File: src/rtl/axi4_lite_regfile.sv
// AXI4-Lite responder exposing NREGS byte-writable registers, with the register
// contents exported flat and a one-cycle strobe on every in-range commit.
module axi4_lite_regfile #(
    parameter int AWIDTH = 12,
    parameter int DWIDTH = 32,
    parameter int SWIDTH = DWIDTH / 8,
    parameter int NREGS  = 16
) (
    input  logic                      i_aClk,
    input  logic                      i_aReset,
    input  logic                      i_arValid,
    output logic                      o_arReady,
    input  logic [AWIDTH-1:0]         i_arAddr,
    input  logic [2:0]                i_arProt,
    output logic                      o_rValid,
    input  logic                      i_rReady,
    output logic [DWIDTH-1:0]         o_rData,
    output logic [1:0]                o_rResp,
    input  logic                      i_awValid,
    output logic                      o_awReady,
    input  logic [AWIDTH-1:0]         i_awAddr,
    input  logic [2:0]                i_awProt,
    input  logic                      i_wValid,
    output logic                      o_wReady,
    input  logic [DWIDTH-1:0]         i_wData,
    input  logic [SWIDTH-1:0]         i_wStrb,
    output logic                      o_bValid,
    input  logic                      i_bReady,
    output logic [1:0]                o_bResp,
    output logic [NREGS*DWIDTH-1:0]   o_regs,
    output logic                      o_wrStb,
    output logic [$clog2(NREGS)-1:0]  o_wrIdx
);

    localparam int BW = $clog2(SWIDTH);
    localparam int IW = $clog2(NREGS);
    localparam logic [AWIDTH:0] SPAN = (AWIDTH + 1)'(NREGS * SWIDTH);

    typedef enum logic [1:0] {
        RESP_OKAY   = 2'b00,
        RESP_SLVERR = 2'b10
    } resp_e;

    logic [DWIDTH-1:0] regs_q [NREGS];
    logic [DWIDTH-1:0] regs_d [NREGS];
    logic              aw_held_q, aw_held_d;
    logic [AWIDTH-1:0] aw_addr_q, aw_addr_d;
    logic              w_held_q, w_held_d;
    logic [DWIDTH-1:0] w_data_q, w_data_d;
    logic [SWIDTH-1:0] w_strb_q, w_strb_d;
    logic              b_valid_q, b_valid_d;
    resp_e             b_resp_q, b_resp_d;
    logic              r_valid_q, r_valid_d;
    logic [DWIDTH-1:0] r_data_q, r_data_d;
    resp_e             r_resp_q, r_resp_d;
    logic              wr_stb_q, wr_stb_d;
    logic [IW-1:0]     wr_idx_q, wr_idx_d;

    logic          aw_hs, w_hs, ar_hs, commit;
    logic          aw_in_range, ar_in_range;
    logic [IW-1:0] aw_idx, ar_idx;
    logic          unused_prot;

    assign unused_prot = ^{i_arProt, i_awProt};

    assign o_awReady = ~i_aReset & ~aw_held_q;
    assign o_wReady  = ~i_aReset & ~w_held_q;
    assign o_arReady = ~i_aReset & ~r_valid_q;

    assign aw_hs = i_awValid & o_awReady;
    assign w_hs  = i_wValid & o_wReady;
    assign ar_hs = i_arValid & o_arReady;

    assign aw_idx      = aw_addr_q[BW +: IW];
    assign ar_idx      = i_arAddr[BW +: IW];
    assign aw_in_range = {1'b0, aw_addr_q} < SPAN;
    assign ar_in_range = {1'b0, i_arAddr} < SPAN;

    // A held pair may commit only when the B slot is free or being drained now.
    assign commit = aw_held_q & w_held_q & (~b_valid_q | i_bReady);

    // NOTE: every variable gets its hold value first, so no path leaves one unassigned (no latches).
    always_comb begin
        regs_d    = regs_q;
        aw_held_d = aw_held_q;
        aw_addr_d = aw_addr_q;
        w_held_d  = w_held_q;
        w_data_d  = w_data_q;
        w_strb_d  = w_strb_q;
        b_valid_d = b_valid_q;
        b_resp_d  = b_resp_q;
        r_valid_d = r_valid_q;
        r_data_d  = r_data_q;
        r_resp_d  = r_resp_q;
        wr_stb_d  = 1'b0;
        wr_idx_d  = wr_idx_q;

        if (aw_hs) begin
            aw_held_d = 1'b1;
            aw_addr_d = i_awAddr;
        end
        if (w_hs) begin
            w_held_d = 1'b1;
            w_data_d = i_wData;
            w_strb_d = i_wStrb;
        end

        if (commit) begin
            aw_held_d = 1'b0;
            w_held_d  = 1'b0;
            b_valid_d = 1'b1;
            b_resp_d  = aw_in_range ? RESP_OKAY : RESP_SLVERR;
            if (aw_in_range) begin
                wr_stb_d = 1'b1;
                wr_idx_d = aw_idx;
                for (int b = 0; b < SWIDTH; b++) begin
                    if (w_strb_q[b]) regs_d[aw_idx][8*b +: 8] = w_data_q[8*b +: 8];
                end
            end
        end else if (i_bReady) begin
            b_valid_d = 1'b0;
        end

        // Reads sample regs_q, so a same-edge commit is not yet visible.
        if (ar_hs) begin
            r_valid_d = 1'b1;
            r_data_d  = ar_in_range ? regs_q[ar_idx] : '0;
            r_resp_d  = ar_in_range ? RESP_OKAY : RESP_SLVERR;
        end else if (i_rReady) begin
            r_valid_d = 1'b0;
        end
    end

    // NOTE: state updates use non-blocking assignments so every flop samples pre-edge values.
    always_ff @(posedge i_aClk) begin
        if (i_aReset) begin
            // NOTE: the register array is reset too, since fabric logic sees o_regs directly.
            regs_q    <= '{default: '0};
            aw_held_q <= 1'b0;
            aw_addr_q <= '0;
            w_held_q  <= 1'b0;
            w_data_q  <= '0;
            w_strb_q  <= '0;
            b_valid_q <= 1'b0;
            b_resp_q  <= RESP_OKAY;
            r_valid_q <= 1'b0;
            r_data_q  <= '0;
            r_resp_q  <= RESP_OKAY;
            wr_stb_q  <= 1'b0;
            wr_idx_q  <= '0;
        end else begin
            regs_q    <= regs_d;
            aw_held_q <= aw_held_d;
            aw_addr_q <= aw_addr_d;
            w_held_q  <= w_held_d;
            w_data_q  <= w_data_d;
            w_strb_q  <= w_strb_d;
            b_valid_q <= b_valid_d;
            b_resp_q  <= b_resp_d;
            r_valid_q <= r_valid_d;
            r_data_q  <= r_data_d;
            r_resp_q  <= r_resp_d;
            wr_stb_q  <= wr_stb_d;
            wr_idx_q  <= wr_idx_d;
        end
    end

    assign o_rValid = r_valid_q;
    assign o_rData  = r_data_q;
    assign o_rResp  = r_resp_q;
    assign o_bValid = b_valid_q;
    assign o_bResp  = b_resp_q;
    assign o_wrStb  = wr_stb_q;
    assign o_wrIdx  = wr_idx_q;

    for (genvar k = 0; k < NREGS; k++) begin : g_regs_out
        assign o_regs[k*DWIDTH +: DWIDTH] = regs_q[k];
    end

endmodule

File: config.mk
export PLATFORM = sky130hd
export DESIGN_NAME = axi4_lite_regfile
export DESIGN_NICKNAME = d
export VERILOG_FILES = /design/src/rtl/axi4_lite_regfile.sv
export SDC_FILE = /design/constraint.sdc
export NUM_CORES = 1
export LEC_CHECK = 0
export ABC_CLOCK_PERIOD_IN_PS = 2700
export BUFFER_PORTS_ARGS = -buffer_cell sky130_fd_sc_hd__buf_2
export CELL_PAD_IN_SITES_DETAIL_PLACEMENT = 1
export CELL_PAD_IN_SITES_GLOBAL_PLACEMENT = 2
export CORE_ASPECT_RATIO = 0.9
export CORE_MARGIN = 3
export CORE_UTILIZATION = 33
export CTS_CLUSTER_DIAMETER = 200
export DETAILED_ROUTE_END_ITERATION = 16
export PLACE_DENSITY = 0.86
export SYNTH_ARGS = -nofsm -noshare
export SYNTH_HDL_FRONTEND = slang
export SYNTH_SLANG_ARGS = --single-unit
File: constraint.sdc
create_clock -name i_aClk -period 2.7 [get_ports i_aClk]
set_input_delay 0.675 -clock i_aClk [delete_from_list [all_inputs] [get_ports i_aClk]]
set_output_delay 0.675 -clock i_aClk [all_outputs]
set_load 0.01 [all_outputs]
==> key figures, run 1 <==
Die
  – Number of placed I/O pins: 631
  – Core area: 0.0867 sq mm
  – Core Rows: a little over 100
  – Die X: 319 microns
  – Die Y: 287 microns
  – Die area: slightly above 0.09 sq mm
  – Initial core utilization: 0.335

Critical path
  – Slowest cell on the critical path: dfxtp_1
  – CP Data Arrival Time: 2.74 ns
  – Reg2reg setup slack: 0.43 ns
  – Worst setup path start: aw_addr_q[4]$_SDFFE_PP0P_
  – CP Launch Type: flip-flop
  – Critical path's largest stage delay: approximately 0.47 ns
  – Crit Path Class: flip-flop to flip-flop
  – R2R depth: 6
  – R2r endpoint: o_regs[78]$_SDFFE_PP0P_
  – Required @ worst endpoint: 3.17 ns
  – Crit. End Element: flip-flop
  – CP Capture Point: o_regs[78]$_SDFFE_PP0P_
  – Top cell by count, worst path: buf_4
  – Worst flop-to-flop path startpoint: aw_addr_q[4]$_SDFFE_PP0P_
  – Worst path cell trace: buf_4, nor2b_1, nand2_2, buf_4, o31ai_1, a21oi_1
  – CP Max Fanout: 32

Drt
  – Drt drc: 0
  – Vias/cell: 6.66
  – WL final: ~150000 microns
  – Routed Antenna Nets: 0
  – 1st-pass router iterations: 5
  – DR iter-0 viols: between 3000 and 4000
  – Post-DR wirelength/cell: 31.8 microns
  – Detailed-route via count: 31100

CTS
  – Hold_buf cts: 0
  – CTS Root Buffer Type: clkbuf_16
  – Total CTS buffers: 71
  – # clock sinks: 601
  – Total setup buffers inserted after CTS: 0
  – CTS HTree Levels: 3
  – Post_cts resized: 0
  – CTS tree: yes
  – Clock Latency Late Sink: 0.63 ns
  – Clock transition at the registers of the reported paths: about 0.060 ns
  – Clk buf depth: 3

Synth
  – Commonest cells in the netlist: 601 x dfxtp_1, 517 x a21oi_1, 515 x nand4_1
  – Netlist cell types: 31
  – Top post-synthesis cells by area: dfxtp_1 41%, o31ai_1 13%, nand4_1 11%
  – Cell Area, Synth: about 0.029 sq mm
  – Total of warnings raised by yosys: 0
  – Top cell type by total area after synthesis: dfxtp_1
  – Synth Area per Inst: 9.23 sq um
  – Post-synth EDFFs: 0
  – Sequential area share after synthesis: 0.414
  – Top-count cell post-synth: dfxtp_1
  – Most used DFF post-synth: dfxtp_1
  – Async S/R FF share, synth: 0
  – #FFs+latches synth: around 600
  – Mapped Cells: 3144
  – Synth top area share: 0.414

GRT
  – Largest net degree at the start of global routing: 180
  – Total gr overflow: 0
  – Initial antenna violation count: 5
  – Tot GR Track Use: 0.308
  – First-pass GRT wire length: 214000 microns
  – Vias in the first global route: about 30000

Place
  – DP HPWL: roughly 95000 microns
  – Placed Instances: 4544
  – PortBufs: 618
  – GP Congestion: 0.826

Power
  – Pwr Total: approximately 22 mW
  – Net Sw Power: 6.34 mW
  – P_leak: 12.9 nW
  – Logic pwr share: 0.115
  – Sequential power share: 0.424
  – P per Cell Area: approximately 610 mW/mm^2
  – Sw frac: 0.292
  – Max VDD drop: 352 uV
  – Clock share of power: 0.461
  – Power Internal: about 15 mW

Final layout
  – Area growth, synth to finish: 23.5%
  – Non-Filler Instances: 4672
  – Nets: ~3500
  – Area of the multi-input gates: ~0.015 sq mm
  – Register Area: 0.0120 sq mm
  – Filler instances: 9907
  – Layout cells sized above 1: 0.307

STA
  – Clock skew: between 0.02 and 0.025 ns
  – Relative slew slack: 0.175
  – Tightest Pin Transition: 1.23 ns
  – Min Tclk post-route: between 2 and 2.5 ns
  – Hold Fails Final Rpt: 0
  – Crit share post-route: 0.842
  – Final setup TNS: 0 ns
  – RSZ-0062 raised after global routing: false
  – Final Max Slew Viols: 0
  – Count of final setup violators: 0
  – Peak Freq: 440 MHz

Run
  – # Max-Cap Violations: 0

Status
  – Status: completed

Hold path
  – Worst Hold Class: input pin to flip-flop
stage by stage:
stage,setup WS [ns],utilization,cell area (sq um),hold WS [ns]
floorplan,0.604,-,29000,0.449
global placement,0.200,0.387,33500,0.456
detailed placement,0.141,0.387,33500,0.462
CTS,0.493,0.414,35900,0.205
global route,0.331,0.414,35900,0.222
finish,0.426,0.414,35900,0.250
sequential cells by signal (all words and copies together), names as in the netlist:
name and cells:
o_regs 512, o_rData 32, w_data_q 32, aw_addr_q 10, o_wrIdx 4, w_strb_q 4
aw_held_q 1, o_bResp 1, o_bValid 1, o_rResp 1, o_rValid 1, o_wrStb 1
w_held_q 1
power by group through the flow:
stage	clock (mW)	combinational (mW)	sequential (mW)
after detailed placement	0	2.42	9.38
after global placement	0	2.43	9.38
after floorplan	0	1.64	9.15
after global routing	10.5	2.59	9.19
final	10.0	2.51	9.20
after CTS	10.1	2.43	9.18
cell families after synthesis:
kind of cell | share of synthesized area
flops | 0.414
buf+inv | 0.0770
mux | 0.123
compound gates | 0.244
simple gates | 0.142
other cells | 0.000129
final cells by class:
class	instances	area share
Antenna cell	3	0.000209
Clock buffer	104	0.0578
Clock inverter	21	0.00792
Multi-Input combinational cell	2030	0.419
Sequential cell	601	0.335
Tap cell	1144	0.0399
Timing Repair Buffer	769	0.140
worst max-delay path, delay by kind of cell, from the launching register on:
family | cells | cell delay (ns)
buffers and inverters | 2 | 0.61
AO/OA/AOI/OAI | 2 | 0.50
flip-flops | 1 | 0.47
AND/OR/NAND/NOR | 2 | 0.46
placed cells by master (no fill, tap or decap), types with 53 or more instances in the layout:
cell       count
nand2_1       53
buf_4         92
buf_12        60
a21oi_1      517
clkbuf_16     73
nand4_1      515
o31ai_1      512
dfxtp_1      601
buf_2        614
mux4_2       128
worst min path at each step:
| stage | slack (ns) | cells after the start | endpoint | from |
|---|---|---|---|---|
| floorplan | 0.45 | 2 | aw_addr_q[10]$_SDFFE_PP0P_ | aw_addr_q[10]$_SDFFE_PP0P_ |
| detailed placement | 0.46 | 2 | o_wrIdx[2]$_SDFFE_PP0P_ | o_wrIdx[2]$_SDFFE_PP0P_ |
| finish | 0.25 | 2 | o_rValid$_SDFFE_PP0P_ | i_rReady |
| CTS | 0.21 | 2 | o_rValid$_SDFFE_PP0P_ | i_rReady |
| global placement | 0.46 | 2 | o_wrIdx[2]$_SDFFE_PP0P_ | o_wrIdx[2]$_SDFFE_PP0P_ |
| global route | 0.22 | 2 | o_rValid$_SDFFE_PP0P_ | i_rReady |
metal layers:
metal | track usage | part of all wire | vias up
li1 | - | - | 13000
met2 | 0.501 | 0.47 | 1865
met3 | 0.0765 | 0.099 | 374
met4 | 0.132 | 0.045 | 4
met1 | 0.389 | 0.39 | 15900
met5 | 0 | 0.00011 | -
(Power assumes the default switching activity.)
==> run 2, diff against run 1 <==
Settings changed: ABC_CLOCK_PERIOD_IN_PS 2700 to 2100.
Clock period 2.7 ns to 2.1 ns, I/O delays scaled along.
==> key figures, run 2 (synthesis results as in run 1) <==
STA
  – Count of final setup violators: 0
  – Tightest Pin Transition: a little under 0.9 ns
  – Relative slew slack: 0.407
  – Final setup TNS: 0 ns
  – Hold Fails Final Rpt: 0
  – Crit share post-route: 0.939
  – Min Tclk post-route: 1.97 ns
  – Final Max Slew Viols: 0
  – Clock skew: 0.0326 ns
  – RSZ-0062 raised after global routing: false
  – Peak Freq: 507 MHz

Critical path
  – Crit. End Element: flip-flop
  – CP Launch Type: flip-flop
  – Reg2reg setup slack: between 0.1 and 0.15 ns
  – R2r endpoint: o_regs[148]$_SDFFE_PP0P_
  – R2R depth: 6
  – CP Data Arrival Time: roughly 2.5 ns
  – Required @ worst endpoint: 2.58 ns
  – CP Max Fanout: 18
  – Worst flop-to-flop path startpoint: aw_addr_q[3]$_SDFFE_PP0P_
  – Crit Path Class: flip-flop to flip-flop

Place
  – GP Congestion: 0.844
  – PortBufs: between 600 and 700
  – Cell Area, Placed: 0.0343 sq mm
  – DP HPWL: approximately 100000 microns

Hold path
  – Worst hold stages: 2
  – Worst Hold Class: input pin to flip-flop
  – Hold Path End: o_rValid$_SDFFE_PP0P_
  – Hold wc startpoint: i_rReady

Die
  – Number of placed I/O pins: 631
  – Core area: roughly 0.087 sq mm
  – Die Y: 287 microns
  – Core Rows: 102
  – Initial core utilization: 0.335
  – Die X: 319 microns
  – Die area: slightly above 0.09 sq mm

GRT
  – Initial antenna violation count: 7
  – Tot GR Track Use: 0.318
  – Total gr overflow: 0
  – First-pass GRT wire length: 220000 microns
  – Largest net degree at the start of global routing: 100
  – Vias in the first global route: 31100

Drt
  – Drt drc: 0
  – DR iter-0 viols: 3734
  – Detailed-route via count: about 32000
  – WL final: 153000 microns
  – Routed Antenna Nets: 0
  – Vias/cell: 6.66
  – 1st-pass router iterations: 5
  – Post-DR wirelength/cell: ~32 microns

CTS
  – # clock sinks: 601
  – Clock transition at the registers of the reported paths: 0.07 ns
  – CTS HTree Levels: 3
  – Clk buf depth: 3
  – Hold_buf cts: 0
  – Clock Latency Late Sink: 0.64 ns
  – CTS Root Buffer Type: clkbuf_16
  – Total CTS buffers: 71
  – CTS tree: yes

Power
  – P per Cell Area: approximately 770 mW/mm^2
  – P_leak: between 10 and 15 nW
  – Max VDD drop: 505 uV

Final layout
  – Commonest non-fill, non-tap cell in the layout: buf_2
  – Nets: 3613
  – Fin area: 0.0366 sq mm
  – Filler instances: 9955
  – Flip-flop count of the largest register after layout: 512
  – Most frequent cells in the layout: 614 x buf_2, 600 x dfxtp_1, 517 x a21oi_1, 515 x nand4_1, 512 x o31ai_1
  – Layout cells sized above 1: 0.321
  – Area growth, synth to finish: 26.1%

Run
  – # Max-Cap Violations: 0

Status
  – Status: completed
## run 2: cell types whose count changed in the layout (fill, tap and decap cells not counted), sizes merged
cell,delta
buf,+67
clkinv,+2
clkinvlp,-3
inv,-3
bufinv,-3
clkbuf,+2
## run 2: layout make-up
class	instances	area, sq um	area share
repair buffers	836	5760	0.157
multi-input cells	2030	15000	0.411
clock inverters	14	166	0.00455
diodes	3	7.51	0.000205
flip-flops and latches	601	12000	0.329
well taps	1144	1430	0.0391
clock buffers	106	2170	0.0594
## run 2: what timing repair did
action                                  4_1_cts  5_1_grt
endpoints found under the setup margin        0       38
resized for setup                             0        3
setup buffers                                 0        0
## run 2: worst max-delay path by stage
stage                                   start                       end  slack (ns)
floorplan                         i_arAddr[4]  o_rData[26]$_SDFFE_PP0P_        0.15
CTS                 aw_addr_q[2]$_SDFFE_PP0P_   o_regs[43]$_SDFFE_PP0P_        0.09
detailed placement                i_arAddr[8]   o_rData[1]$_SDFFE_PP0P_       -0.16
finish              aw_addr_q[3]$_SDFFE_PP0P_  o_regs[148]$_SDFFE_PP0P_        0.13
global route        aw_addr_q[4]$_SDFFE_PP0P_  o_regs[148]$_SDFFE_PP0P_        0.03
global placement                  i_arAddr[5]  o_rData[10]$_SDFFE_PP0P_       -0.12
## run 2: routing by layer
metal / track usage / wire (microns) / up-vias
met1: 0.402 / 59900 / 16100
met4: 0.146 / 7720 / 8
met2: 0.516 / 70900 / 1909
met3: 0.0718 / 14300 / 411
met5: 0 / 47 / -
li1: - / - / 13100
## run 2: metrics by stage
| stage | cells | total power, mW | setup WS [ns] | hold WS (ns) | utilization |
|---|---|---|---|---|---|
| final | 4734 | 28.2 | 0.127 | 0.0880 | 0.422 |
| after global routing | 4732 | 28.9 | 0.0280 | 0.0747 | 0.422 |
| after CTS | 4731 | 28.2 | 0.0906 | 0.0429 | 0.422 |
| after detailed placement | 4611 | 15.6 | -0.162 | 0.464 | 0.395 |
| after global placement | 4611 | 15.6 | -0.121 | 0.458 | 0.395 |
| after floorplan | 3145 | 13.9 | 0.154 | 0.449 | - |
## run 2: worst max-delay path, cell delays in order, from the launching register on
cell and delay, ns:
dfxtp_1 0.35, buf_4 0.17, nor2b_1 0.44, nand2_2 0.11, buf_4 0.26, o31ai_1 0.30
a21oi_1 0.12
## run 2: where the power goes
part | internal [mW] | total, mW | switching [mW]
Combinational | 1.01 | 3.74 | 2.73
Sequential | 11.5 | 11.7 | 0.223
Clock | 7.50 | 12.7 | 5.24
Total | 20.0 | 28.2 | 8.19
